$ cat src/rtl/uart_rx_framer_if.sv
// Byte-stream handshake between the UART receive framer and its consumer.
// The master side presents received bytes and error pulses; the slave side returns ready.
interface uart_rx_framer_if;
  logic [7:0] data;
  logic       valid;
  logic       ready;
  logic       frame_err;
  logic       overrun;

  modport master (output data, output valid, output frame_err, output overrun, input ready);
  modport slave  (input data, input valid, input frame_err, input overrun, output ready);
endinterface

$ cat src/rtl/uart_rx_framer.sv
// 8N1 UART receive framer: synchronises the serial pin, majority-votes each bit at
// mid-period and hands whole bytes to the consumer through a one-entry holding register.
module uart_rx_framer #(
  parameter int unsigned CLKS_PER_BIT = 217
) (
  input  logic              clk,
  input  logic              reset,
  input  logic              uart_rx,
  uart_rx_framer_if.master  bus
);

  localparam int unsigned HALF   = CLKS_PER_BIT / 2;
  localparam logic [15:0] SAMP0  = 16'(HALF - 1);
  localparam logic [15:0] SAMP1  = 16'(HALF);
  localparam logic [15:0] COMMIT = 16'(HALF + 1);
  localparam logic [15:0] LAST   = 16'(CLKS_PER_BIT - 1);

  typedef enum logic [2:0] {IDLE, START, DATA, STOP, BRK} state_t;

  function automatic logic majority3(input logic a, input logic b, input logic c);
    return (a & b) | (a & c) | (b & c);
  endfunction

  logic        rx_meta_r, rx_sync_r, rx_hist_r;
  state_t      state_r, state_nxt_s;
  logic [15:0] cnt_r, cnt_nxt_s;
  logic [2:0]  idx_r, idx_nxt_s;
  logic [7:0]  shreg_r, shreg_nxt_s;
  logic [1:0]  samp_r, samp_nxt_s;
  logic        deliver_s, ferr_s, maj_s, commit_s, last_s;
  logic [7:0]  data_r;
  logic        valid_r, ferr_r, ovr_r;

  assign maj_s    = majority3(samp_r[0], samp_r[1], rx_sync_r);
  assign commit_s = (cnt_r == COMMIT);
  assign last_s   = (cnt_r == LAST);

  // Pin synchroniser plus one history stage for falling-edge detection.
  always_ff @(posedge clk) begin
    if (reset) begin
      rx_meta_r <= 1'b1;
      rx_sync_r <= 1'b1;
      rx_hist_r <= 1'b1;
    end else begin
      rx_meta_r <= uart_rx;
      rx_sync_r <= rx_meta_r;
      rx_hist_r <= rx_sync_r;
    end
  end

  // Framer state, bit timer, bit index, shift register and early samples.
  always_ff @(posedge clk) begin
    if (reset) begin
      state_r <= IDLE;
      cnt_r   <= 16'd0;
      idx_r   <= 3'd0;
      shreg_r <= 8'h00;
      samp_r  <= 2'b11;
    end else begin
      state_r <= state_nxt_s;
      cnt_r   <= cnt_nxt_s;
      idx_r   <= idx_nxt_s;
      shreg_r <= shreg_nxt_s;
      samp_r  <= samp_nxt_s;
    end
  end

  // Next-state logic; the third vote is the live synchronised pin at the commit count.
  always_comb begin
    state_nxt_s = state_r;
    cnt_nxt_s   = cnt_r + 16'd1;
    idx_nxt_s   = idx_r;
    shreg_nxt_s = shreg_r;
    samp_nxt_s  = samp_r;
    deliver_s   = 1'b0;
    ferr_s      = 1'b0;

    if (cnt_r == SAMP0) begin
      samp_nxt_s[0] = rx_sync_r;
    end else if (cnt_r == SAMP1) begin
      samp_nxt_s[1] = rx_sync_r;
    end else begin
      samp_nxt_s = samp_r;
    end

    case (state_r)
      IDLE: begin
        cnt_nxt_s = 16'd0;
        if (rx_hist_r && !rx_sync_r) begin
          state_nxt_s = START;
        end else begin
          state_nxt_s = IDLE;
        end
      end
      START: begin
        if (commit_s && maj_s) begin
          state_nxt_s = IDLE;
          cnt_nxt_s   = 16'd0;
        end else if (last_s) begin
          state_nxt_s = DATA;
          cnt_nxt_s   = 16'd0;
          idx_nxt_s   = 3'd0;
        end else begin
          state_nxt_s = START;
        end
      end
      DATA: begin
        if (commit_s) begin
          shreg_nxt_s = {maj_s, shreg_r[7:1]};
        end else begin
          shreg_nxt_s = shreg_r;
        end
        if (last_s) begin
          cnt_nxt_s = 16'd0;
          if (idx_r == 3'd7) begin
            state_nxt_s = STOP;
          end else begin
            idx_nxt_s = idx_r + 3'd1;
          end
        end else begin
          state_nxt_s = DATA;
        end
      end
      STOP: begin
        if (commit_s) begin
          cnt_nxt_s = 16'd0;
          if (maj_s) begin
            deliver_s   = 1'b1;
            state_nxt_s = IDLE;
          end else begin
            ferr_s      = 1'b1;
            state_nxt_s = BRK;
          end
        end else begin
          state_nxt_s = STOP;
        end
      end
      BRK: begin
        cnt_nxt_s = 16'd0;
        if (rx_sync_r) begin
          state_nxt_s = IDLE;
        end else begin
          state_nxt_s = BRK;
        end
      end
      default: begin
        state_nxt_s = IDLE;
        cnt_nxt_s   = 16'd0;
      end
    endcase
  end

  // Holding register: a same-cycle delivery and consumption replaces the byte.
  always_ff @(posedge clk) begin
    if (reset) begin
      data_r  <= 8'h00;
      valid_r <= 1'b0;
      ferr_r  <= 1'b0;
      ovr_r   <= 1'b0;
    end else begin
      ferr_r <= ferr_s;
      ovr_r  <= deliver_s && valid_r && !bus.ready;
      if (deliver_s && (!valid_r || bus.ready)) begin
        data_r  <= shreg_r;
        valid_r <= 1'b1;
      end else if (valid_r && bus.ready) begin
        valid_r <= 1'b0;
      end else begin
        valid_r <= valid_r;
      end
    end
  end

  assign bus.data      = data_r;
  assign bus.valid     = valid_r;
  assign bus.frame_err = ferr_r;
  assign bus.overrun   = ovr_r;

endmodule

$ cat src/flat_wrapper.sv
// flat-port wrapper written by rule: the top's interface ports become plain ports
module uart_rx_framer_flat 
#(
  parameter int unsigned CLKS_PER_BIT = 217
)
  (clk, reset, uart_rx, bus_data, bus_valid, bus_frame_err, bus_overrun, bus_ready);
  uart_rx_framer_if bus_i ();
  input  logic clk;
  input  logic reset;
  input  logic uart_rx;
  output wire logic [$bits(bus_i.data)-1:0] bus_data;
  output wire logic [$bits(bus_i.valid)-1:0] bus_valid;
  output wire logic [$bits(bus_i.frame_err)-1:0] bus_frame_err;
  output wire logic [$bits(bus_i.overrun)-1:0] bus_overrun;
  input wire logic [$bits(bus_i.ready)-1:0] bus_ready;
  assign bus_data = bus_i.data;
  assign bus_valid = bus_i.valid;
  assign bus_frame_err = bus_i.frame_err;
  assign bus_overrun = bus_i.overrun;
  assign bus_i.ready = bus_ready;
  uart_rx_framer #(.CLKS_PER_BIT(CLKS_PER_BIT)) u_core (.clk(clk), .reset(reset), .uart_rx(uart_rx), .bus(bus_i));
endmodule
$ cat config.mk
export PLATFORM = sky130hd
export DESIGN_NAME = uart_rx_framer_flat
export DESIGN_NICKNAME = d
export VERILOG_FILES = /design/src/rtl/uart_rx_framer_if.sv /design/src/rtl/uart_rx_framer.sv /design/src/flat_wrapper.sv
export SDC_FILE = /design/constraint.sdc
export NUM_CORES = 1
export LEC_CHECK = 0
export CAP_MARGIN = 20
export CORE_MARGIN = 5
export CORE_UTILIZATION = 30
export DETAILED_ROUTE_END_ITERATION = 6
export PLACE_DENSITY_LB_ADDON = 0.08
export SYNTH_ARGS = -nofsm -noshare
export SYNTH_HDL_FRONTEND = slang
export SYNTH_SLANG_ARGS = --single-unit
$ cat constraint.sdc
create_clock -name clk -period 1.95 [get_ports clk]
set_input_delay 0.4875 -clock clk [delete_from_list [all_inputs] [get_ports clk]]
set_output_delay 0.4875 -clock clk [all_outputs]
set_load 0.01 [all_outputs]
==> results.txt, run 1 <==
final worst slack: -0.140 ns
H-Tree Depth: 2
ys async rst share: 0
CTS Buf Count: 5
Fin Hold WS: 0.425 ns
worst slew pin tran: 0.396 ns
fin. max-slew vios: 0
total die area: 8280 um2
Area contributors post-synth: dfxtp_1 (47%), nor2_1 (6.9%), mux2i_1 (5.6%)
Worst Setup Path Type: flip-flop to flip-flop
core area: 6350 um2
Worst-Skew Late Latency: 0.31 ns
Mapped Area: 1970 um2
final setup vio count: 27
HP Class: flip-flop to flip-flop
worst-path maximum fanout: 8
synthesis-stage register bit count: 46
Worst Setup End Kind: flip-flop
Initial Util: 0.310
CTS tree: built
# clock sinks: 46
share of cells above drive strength 1: 0.197
Ys Warns: 0
max cap viols: 0
Required @ worst endpoint: 2.14 ns
Synth top area share: 0.468
cell family with most CP delay: simple AND/OR/NAND/NOR gates
Max stage delay on crit path: 0.59 ns
CP Data Arrival Time: 2.28 ns
initial antenna violation count: 0
end-of-flow core utilization: 0.395
most common cell in the netlist: dfxtp_1
IO Count: 15
area delta synth->final: 27.3%
Mean Syn Cell Area: 9.11 um2
Max Clk Rate: 479 MHz
total number of vias: 1574
Final min period: 2.09 ns
Nets: 262
Die W: 91.0 um
Slowest cell on crit path: or4_4
status: complete, but fails checks
detailed-route wire length: 4070 um
fin crit share: 1.07
die height: 91.0 um
Placement Setup Slack: -0.121 ns
Placer Congestion: 0.707
Detailed Routing Iterations Pass 1: 4
Max VDD drop: 0.329 mV
Antenna Nets Post-Route: 0
num rows: 29
clock slew at reported path FFs: 0.09 ns
Commonest cells post-synth: dfxtp_1 (46), nor2_1 (36), nand2_1 (15)
EDFF count, synth: 0
area leader, netlist: dfxtp_1
Residual DRC: 0
CP startpoint kind: flip-flop
WL/cell: 12.3 um
Power Density: 635 nW/um2
Cell variety after synth: 40
number of DRC markers in iteration 0: 39
Synth Instances: 216
Port Buf Inserts: 14
Avg Vias per Cell: 4.76
Max Clock Skew: 0.0142 ns
Fill cells: 645
top_reg_cell synth: dfxtp_1
Buf+Inv Stages, Crit Path: 0
largest net degree at the start of global routing: 30
DP HPWL: 2910 um
Overflow after GRT: 0
RSZ-0062 raised after global routing: true
syn_nets: 225
Seq/Total Area, Yosys: 0.468
vias in the first global route: 1506
Leak: 0.874 nW
worst path cell trace: or4_4, o41ai_4, or2b_1, o21ai_4, nor2_1
first-pass GRT wire length: 7290 um
failing checks: setup timing
clk buf depth: 2
Final Hold Fails: 0
clk root buf: clkbuf_8
Inserted Diodes: 0
Tot GR Track Use: 0.106
relative slew slack: 0.736
==> worst paths after layout <==
check / cells past startpoint / end / slack, ns / startpoint
worst max-delay path: 5 / u_core.cnt_r[3] / -0.14 / u_core.cnt_r[14]
worst min-delay path: 1 / u_core.rx_sync_r / 0.43 / u_core.rx_meta_r
worst max register to register: 5 / u_core.cnt_r[3] / -0.14 / u_core.cnt_r[14]
worst min register to register: 1 / u_core.rx_sync_r / 0.43 / u_core.rx_meta_r
==> worst reg2reg max path, cell delays in order, from the launching register on <==
cell and delay [ns]:
dfxtp_2 0.34, or4_4 0.60, o41ai_4 0.35, or2b_1 0.31, o21ai_4 0.30, nor2_1 0.09
==> power breakdown <==
group | internal [mW] | switching, mW
Clock | 0.259 | 0.355
Sequential | 0.942 | 0.00303
Combinational | 0.0142 | 0.0181
==> cell type report <==
type,count,area (um2),share of cell area
multi-input cells,156,1030,0.410
flip-flops and latches,46,926,0.369
repair buffers,40,348,0.139
well taps,77,96.3,0.0384
clock buffers,5,68.8,0.0275
clock inverters,3,25.0,0.00999
inverters,4,15.0,0.00599
==> sequential cells by signal, indices dropped and copies added (netlist names), 2 cells and up <==
register / flops
u_core.bus.data: 8
u_core.samp_r: 2
u_core.shreg_r: 8
u_core.cnt_r: 16
u_core.state_r: 3
u_core.idx_r: 3
==> through the flow <==
step | setup TNS (ns) | total power [mW] | std cells | instance area (um2)
5_1_grt | -4.92 | 1.67 | 331 | 2510
6_report | -1.65 | 1.59 | 331 | 2510
3_3_place_gp | -1.52 | 1.00 | 319 | 2360
4_1_cts | -2.09 | 1.63 | 328 | 2470
3_5_place_dp | -2.48 | 1.00 | 319 | 2360
2_1_floorplan | -0.153 | 0.986 | 216 | 2000
==> kinds of logic (layout without fill, tap and decap cells) <==
kind of cell               count (synthesis)  in the layout  synth area share
and+or+nand+nor                          104            104             0.282
DFF                                       46             46             0.468
AOI/OAI and AO/OA                         21             21            0.0661
xor gates and xnor gates                  14             14            0.0623
buffers and inverters                     14             52            0.0286
muxes                                     11             11            0.0559
adders and majority gates                  6              6            0.0369
==> placed cells by master (no fill, tap or decap), types with 4 or more instances in the layout <==
cell type         n
a21oi_1          12
buf_4            25
clkbuf_8          5
clkdlybuf4s50_1  14
dfxtp_1          42
dfxtp_2           4
ha_1              5
inv_1             4
mux2i_1          11
nand2_1          14
nand2b_1          4
nand3_1          14
nand4_1           5
nor2_1           36
nor3_1            4
xnor2_1           6
xor2_1            8
==> timing repair <==
| action | 4_1_cts | 5_1_grt |
|---|---|---|
| setup buffers | 1 | 3 |
| endpoints found under the setup margin | 28 | 33 |
| hold buffers | 0 | 0 |
| gates resized for setup | 3 | 5 |
| pin swaps | 5 | 6 |
==> layer usage <==
metal  GRT usage  vias to the layer above  wire length [um]
met5           0                        -                 0
met4      0.0416                        0                65
met3      0.0289                        6               132
met2       0.161                       14              1820
met1       0.142                      738              2060
li1            -                      816                 -
(Power assumes the default switching activity.)
==> run 2: changes to the inputs <==
Settings changed: ABC_AREA set to 1.
==> run 2 against run 1 <==
Compared with the run above:
- the flow now finishes without violations
- sequential share of layout area is 0.60 points lower
- flip-flop and latch count unchanged
- worst hold slack got worse by 0.0063 ns
- critical path depth up 3
- global-route usage rose by 0.65 points
- worst setup slack better by 0.40 ns
==> results.txt, run 2 <==
Residual DRC: 0
Fill cells: 759
Final Hold Fails: 0
first-pass GRT wire length: 7980 um
share of cells above drive strength 1: 0.0972
Cell variety after synth: 29
worst slew pin tran: 0.414 ns
worst-path maximum fanout: 6
Area contributors post-synth: dfxtp_1 (43%), nand2_1 (9.4%), nor2_1 (8.8%)
Ys Warns: 0
die height: 94.1 um
area leader, netlist: dfxtp_1
Seq. cell area: 921 um2
Sw Ratio: 0.214
Flop pwr share: 0.552
clock network fraction of total power: 0.422
Mapped Area: 2120 um2
fin crit share: 0.868
Inserted Diodes: 0
EDFF count, synth: 0
DP HPWL: 3350 um
synthesis-stage register bit count: 46
clk buf depth: 2
post-cts sizing count: 0
Sw Pwr: 367 uW
Largest Register: u_core.cnt_r
# Post-CTS Setup Buffers: 0
Detailed Routing Iterations Pass 1: 4
CP startpoint kind: flip-flop
status: complete, no violations
most frequent cells in the layout: nand2_1 (53), nor2_1 (50), dfxtp_1 (46)
Synth Instances: 293
Required @ worst endpoint: 2.14 ns
final setup vio count: 0
design area: 2530 um2
clock slew at reported path FFs: 0.09 ns
number of DRC markers in iteration 0: 66
clk root buf: clkbuf_8
# clock sinks: 46
largest net degree at the start of global routing: 19
syn_nets: 302
WL/cell: 10.7 um
Antenna Nets Post-Route: 0
Tot GR Track Use: 0.112
Die W: 94.1 um
Avg Vias per Cell: 4.35
Final min period: 1.69 ns
relative slew slack: 0.722
Nets: 327
initial antenna violation count: 0
IO Count: 15
vias in the first global route: 1743
Overflow after GRT: 0
Synth top area share: 0.434
total number of vias: 1807
Max Clock Skew: 0.00965 ns
area delta synth->final: 19.5%
Commonest cells post-synth: nand2_1 (53), nor2_1 (50), dfxtp_1 (46)
Seq/Total Area, Yosys: 0.434
total die area: 8850 um2
CTS Buf Count: 5
Fin Setup TNS: 0 ns
area post-placement: 2410 um2
most common cell in the netlist: nand2_1
Mean Syn Cell Area: 7.24 um2
Max VDD drop: 0.341 mV
CP Data Arrival Time: 1.88 ns
Placer Congestion: 0.755
fin. max-slew vios: 0
most common cell after layout, fill and taps aside: nand2_1
Initial Util: 0.310
Gate power share: 0.026
core area: 6830 um2
Worst Setup Path Type: flip-flop to flip-flop
Worst-Skew Late Latency: 0.30 ns
H-Tree Depth: 2
ys async rst share: 0
max cap viols: 0
Max Clk Rate: 591 MHz
Post-CTS Hold Buffers: 0
num rows: 30
CTS tree: built
Pint: 1.34 mW
Power Density: 675 nW/um2
top_reg_cell synth: dfxtp_1
HP Class: flip-flop to flip-flop
number of flip-flops in the largest register: 16
Worst Setup End Kind: flip-flop
detailed-route wire length: 4440 um
multi-input combinational cell area: 1020 um2
Leak: 0.961 nW
Port Buf Inserts: 14
RSZ-0062 raised after global routing: false
## run 2: routing by layer
layer	track usage	share of wire	wire length, um	vias to the layer above
li1	-	-	-	987
met1	0.150	0.50	2240	793
met2	0.176	0.45	1990	21
met3	0.0288	0.031	138	6
met4	0.0361	0.015	67	0
met5	0	0	0	-
## run 2: logic make-up after synthesis
logic type	Yosys count	synth area share
buf+inv	47	0.0908
flops	46	0.434
fa+ha+maj	5	0.0295
compound gates	36	0.0909
simple gates	151	0.322
xor+xnor	8	0.0330
## run 2: area by class of cell
cell class / count / share of cell area
Clock buffer: 6 / 0.0286
Sequential cell: 46 / 0.363
Clock inverter: 2 / 0.0148
Tap cell: 96 / 0.0474
Multi-Input combinational cell: 200 / 0.401
Inverter: 42 / 0.0622
Timing Repair Buffer: 23 / 0.0820
## run 2: through the flow
step | instances | setup slack, ns | util | total power, mW | hold WS (ns)
2_1_floorplan | 293 | 0.504 | - | 0.990 | 0.389
3_3_place_gp | 407 | 0.212 | 0.353 | 1.01 | 0.396
3_5_place_dp | 407 | 0.207 | 0.353 | 1.01 | 0.400
4_1_cts | 415 | 0.171 | 0.369 | 1.75 | 0.432
5_1_grt | 415 | 0.0336 | 0.371 | 1.78 | 0.441
6_report | 415 | 0.258 | 0.371 | 1.71 | 0.419
## run 2: path summary, 6_finish.rpt
path	slack (ns)	cells past startpoint	startpoint	endpoint
max	0.26	8	u_core.cnt_r[0]	u_core.cnt_r[14]
min	0.42	1	u_core.rx_meta_r	u_core.rx_sync_r
min reg2reg	0.42	1	u_core.rx_meta_r	u_core.rx_sync_r
max reg2reg	0.26	8	u_core.cnt_r[0]	u_core.cnt_r[14]
## run 2: critical path: stages (launching register included)
cell and delay (ns):
dfxtp_1 0.43, ha_1 0.25, nand3_1 0.12, nor2_1 0.25, nand3_2 0.17, nor3_1 0.16, nand2_1 0.06, o21ai_0 0.07
nor2_1 0.06
## run 2: power groups by stage
stage	clock [mW]	combinational, mW	sequential (mW)
floorplan	0	0.0243	0.966
global placement	0	0.0445	0.966
detailed placement	0	0.0439	0.966
CTS	0.757	0.0439	0.944
global route	0.789	0.0503	0.945
finish	0.723	0.0437	0.944
